===== config.mk =====
export PLATFORM = sky130hd
export DESIGN_NAME = data_cache_controller
export DESIGN_NICKNAME = d
export VERILOG_FILES = /design/src/rtl/data_cache_controller.sv
export SDC_FILE = /design/constraint.sdc
export NUM_CORES = 1
export LEC_CHECK = 0
export CAP_MARGIN = 5
export CORE_AREA = 2 2 78 80
export DETAILED_ROUTE_END_ITERATION = 8
export DIE_AREA = 0 0 80 82
export PLACE_DENSITY = 0.7
export RECOVER_POWER = 50
export SETUP_SLACK_MARGIN = 0.15
export SYNTH_ARGS = -nofsm -noshare
export SYNTH_HDL_FRONTEND = slang
export SYNTH_SLANG_ARGS = --single-unit

===== constraint.sdc =====
create_clock -name clk -period 1.7 [get_ports clk]
set_input_delay 0.34 -clock clk [delete_from_list [all_inputs] [get_ports clk]]
set_output_delay 0.34 -clock clk [all_outputs]
set_load 0.02 [all_outputs]

===== src/rtl/data_cache_controller.sv =====
// Two-way set-associative write-through read cache between MEM stage and SRAM controller.
// Cache arrays are built only when DATA_CACHE_EN is defined; otherwise a pure handshake adapter.
module data_cache_controller #(
  parameter int unsigned SET_LOG2 = 6,
  parameter int unsigned TAG_W    = 10
) (
  input  logic        clk,
  input  logic        rst,
  input  logic        mem_r_en,
  input  logic        mem_w_en,
  input  logic [31:0] address,
  input  logic [31:0] wdata,
  output logic [31:0] rdata,
  output logic        ready,
  output logic        sram_r_en,
  output logic        sram_w_en,
  output logic [31:0] sram_address,
  output logic [31:0] sram_wdata,
  input  logic [31:0] sram_rdata,
  input  logic        sram_ready
);

  typedef enum logic [1:0] {IDLE, READ_WAIT, WRITE_WAIT} state_t;

  state_t      state_q, state_d;
  logic        rd_req, wr_req;
  logic        hit;
  logic [31:0] hit_data;

  // A simultaneous read and write is serviced as a read only.
  assign rd_req       = mem_r_en;
  assign wr_req       = mem_w_en & ~mem_r_en;
  assign sram_address = address;
  assign sram_wdata   = wdata;

`ifdef DATA_CACHE_EN
  localparam int unsigned SETS = 1 << SET_LOG2;

  logic [SET_LOG2-1:0] idx;
  logic [TAG_W-1:0]    tag;
  logic [SETS-1:0]     valid0_q, valid0_d, valid1_q, valid1_d, lru_q, lru_d;
  logic [TAG_W-1:0]    tag0_q [SETS];
  logic [TAG_W-1:0]    tag1_q [SETS];
  logic [31:0]         data0_q [SETS];
  logic [31:0]         data1_q [SETS];
  logic                hit0, hit1, hit_way, victim;
  logic                fill_en, touch_en, wr_hit_en;

  assign idx      = address[SET_LOG2+1:2];
  assign tag      = address[SET_LOG2+TAG_W+1:SET_LOG2+2];
  assign hit0     = valid0_q[idx] && (tag0_q[idx] == tag);
  assign hit1     = valid1_q[idx] && (tag1_q[idx] == tag);
  assign hit      = hit0 | hit1;
  assign hit_way  = ~hit0;
  assign hit_data = hit0 ? data0_q[idx] : data1_q[idx];
  assign victim   = !valid0_q[idx] ? 1'b0 : (!valid1_q[idx] ? 1'b1 : lru_q[idx]);

  always_comb begin
    fill_en   = (state_q == READ_WAIT) && sram_ready;
    touch_en  = (state_q == IDLE) && hit && (rd_req || wr_req);
    wr_hit_en = (state_q == IDLE) && hit && wr_req;
    valid0_d  = valid0_q;
    valid1_d  = valid1_q;
    lru_d     = lru_q;
    if (fill_en) begin
      if (victim) valid1_d[idx] = 1'b1;
      else        valid0_d[idx] = 1'b1;
      lru_d[idx] = ~victim;
    end else if (touch_en) begin
      lru_d[idx] = ~hit_way;
    end
  end

  always_ff @(posedge clk or posedge rst) begin
    if (rst) begin
      valid0_q <= '0;
      valid1_q <= '0;
      lru_q    <= '0;
    end else begin
      valid0_q <= valid0_d;
      valid1_q <= valid1_d;
      lru_q    <= lru_d;
    end
  end

  // Tag/data payload needs no reset: it is only observed behind a valid bit.
  always_ff @(posedge clk) begin
    if (fill_en && !rst) begin
      if (victim) begin
        tag1_q[idx]  <= tag;
        data1_q[idx] <= sram_rdata;
      end else begin
        tag0_q[idx]  <= tag;
        data0_q[idx] <= sram_rdata;
      end
    end else if (wr_hit_en && !rst) begin
      if (hit_way) data1_q[idx] <= wdata;
      else         data0_q[idx] <= wdata;
    end
  end
`else
  assign hit      = 1'b0;
  assign hit_data = '0;
`endif

  always_ff @(posedge clk or posedge rst) begin
    if (rst) state_q <= IDLE;
    else     state_q <= state_d;
  end

  always_comb begin
    state_d = state_q;
    case (state_q)
      IDLE: begin
        if (rd_req && !hit) state_d = READ_WAIT;
        else if (wr_req)    state_d = WRITE_WAIT;
      end
      READ_WAIT:  if (sram_ready) state_d = IDLE;
      WRITE_WAIT: if (sram_ready) state_d = IDLE;
      default:    state_d = IDLE;
    endcase
  end

  always_comb begin
    ready     = 1'b1;
    rdata     = '0;
    sram_r_en = 1'b0;
    sram_w_en = 1'b0;
    case (state_q)
      IDLE: begin
        if (rd_req) begin
          if (hit) begin
            rdata = hit_data;
          end else begin
            sram_r_en = 1'b1;
            ready     = 1'b0;
          end
        end else if (wr_req) begin
          sram_w_en = 1'b1;
          ready     = 1'b0;
        end
      end
      READ_WAIT: begin
        ready = sram_ready;
        if (sram_ready) rdata = sram_rdata;
      end
      WRITE_WAIT: ready = sram_ready;
      default: ready = 1'b1;
    endcase
  end

endmodule


==> results.toml <==
[die]
start_util = 0.153
die_area_sq_um = 6560
core_area_sq_um = 5750
io-pin-count = 200
die_y_microns = 82
fp.dieW_microns = 80
rows = 28

[pwr]
power.leakage_uw = 0.000709
ir_drop_uv = 304
p_per_area_nw_per_um2 = 1000

[detailed_routing]
drc = 0
drtAntennaViolNets = 0
dr.pass1.iters = 3
first_iter_violations = 2
wl_microns = 2580
vias = 834
routedWlPerCell_microns = 12.1
viasPerCell = 3.92

[cells_and_area]
drive_gt1_frac = 0.486
reg.largest.list = "state_q: 2 flops"
largest_register = "state_q"
nNetsFinal = 244
area_growth_pct = 52.4
largest_register_ffs = 2
antenna_cells = 0
finalNonFillerCells = 213
fillers = 657

[setup_path]
path_max_fanout = 14
critPathRequiredTime_ps = 1360
path_cells = "inv_2 > ha_4 > buf_8 > and3_1 > buf_4"
reg2reg_to = "state_q[0]$_DFFE_PP0P_"
r2r-start = "state_q[0]$_DFFE_PP0P_"
rrSetupSlack_ps = 380
critical_path_class = "flop to output pin"
cpMaxStageDelayCell = "dfrtp_1"
arrival_ps = 1270
startpoint_type = "flop"
cp_top_family = "buffers and inverters"
cpPeakStageDelay_ps = 370
end_kind = "output pin"
rr_worst_depth = 6
path_buf_inv = 3

[yosys]
syn_avg_cell_area_sq_um = 7.28
syn-num-nets = 225
ys_seq_elements = 2
yosysTopAreaCell = "buf_4"
synth.top_cell.area_share = 0.545
syn_inst = 121
ys_seq_area_frac = 0.0568
mappedNetlistArea_sq_um = 881
yosys_warnings = 0
synthDistinctLibCells = 17
synthTopCellsByArea = "buf_4 55%, and3_1 21%, dfrtp_1 5.7%"

[clock_network]
cts_root_buffer = "clkbuf_8"
cts.sinks = 2
clk_path_buf_depth = 2
cts_tree = "built"
cts_made_buffers = 3
htreeDepth = 1
clk_pin_slew_ps = 30
clkLatencyLatePin_ps = 210

[run]
drv_cap = 0

[grt]
grt_max_degree = 21
grt_pass1_vias = 814
grt-ovfl-total = 0
grt_first_pass_wirelength_microns = 3860
grtUsageTotal = 0.0751
antenna_found_initial = 0

[sta]
clock.fmax_ghz = 0.622
fin_setup_tns_ps = 0
hold_violations = 0
min_period_ps = 1610
min_period_over_period = 0.946
rsz0062_at_grt = "yes"
setup_violations = 0
maxSlewViolCount = 0
tightest_slew_ps = 165
relSlewSlack = 0.890
finClkSkew_ps = 0.780

[placed_design]
dp_hpwl_microns = 2070
dp.cells = 207
routabilityCongestion = 0.540
io_buffers = 71

[hold_path]
hold_path.class = "primary input to asynchronous set/reset pin"

[run_status]
status = "completed"
[cells in the mapped netlist (all sizes together)]
library cell	n
clkbuf	5
a21oi	3
inv	4
dfrtp	2
and2	1
nand2b	2
buf	65
and3	32
o21ai	1
a21boi	1
nor2	1
ha	3
o2bb2ai	1
[logic make-up after synthesis]
group | count (synthesis) | synth area share
buffers and inverters | 74 | 0.594
flip-flops | 2 | 0.0568
adder cells (fa/ha/maj) | 3 | 0.0426
AND/OR/NAND/NOR | 36 | 0.266
AO/OA/AOI/OAI | 6 | 0.0412
[layout make-up]
class                           instances  area, sq um  area share
Multi-Input combinational cell         45          364       0.271
Sequential cell                         2         51.3      0.0382
Inverter                                4         15.0      0.0112
Timing Repair Buffer                   84          777       0.579
Clock buffer                            3         41.3      0.0308
Tap cell                               75         93.8      0.0699
[stage by stage]
step | util | worst slack [ps] | hold WS (ps) | total power (uW) | instance area (sq um)
finish | 0.234 | 91.0 | 426 | 1350 | 1340
global route | 0.234 | 1.09 | 435 | 1460 | 1340
CTS | 0.229 | 58.6 | 287 | 1310 | 1310
detailed placement | 0.220 | -498 | 510 | 1010 | 1260
global placement | 0.220 | -467 | 506 | 995 | 1260
floorplan | - | 179 | 81.2 | 740 | 881
[layout by cell type (no fill, tap or decap), types with 2 or more instances in the layout]
cell              n
and3_4            3
a21oi_1           2
buf_6            10
nand2b_4          2
and3_1           26
inv_2             2
buf_4            36
inv_1             2
and3_2            3
clkbuf_8          3
clkdlybuf4s50_1  34
ha_4              2
[where the power goes]
group / total, uW / internal [uW] / switching [uW]
sequential: 92.5 / 70.0 / 22.5
combinational: 1080 / 586 / 489
clock: 181 / 149 / 32.2
[timing repair]
item,4_1_cts,5_1_grt
hold buffers,0,0
resized for setup,198,6
endpoints found under the setup margin,35,35
cloned,1,0
setup buffers,1,1
pin swaps,2,2
endpoints found under the hold margin,0,0
[layer usage]
layer / global-route usage / part of all wire / vias to the layer above
met5: 0 / 0 / -
met4: 0.0559 / 0.059 / 0
met3: 0.0418 / 0.15 / 30
met2: 0.127 / 0.47 / 69
met1: 0.0678 / 0.33 / 370
li1: - / - / 365
[worst max-delay path by stage]
stage	from	endpoint	depth (start not counted)
after floorplan	state_q[0]$_DFFE_PP0P_	ready	4
after global placement	sram_ready	rdata[2]	4
after detailed placement	sram_ready	rdata[10]	4
after CTS	state_q[1]$_DFFE_PP0P_	rdata[10]	5
after global routing	state_q[1]$_DFFE_PP0P_	rdata[1]	5
final	state_q[1]$_DFFE_PP0P_	rdata[10]	5
(Power assumes the default switching activity.)
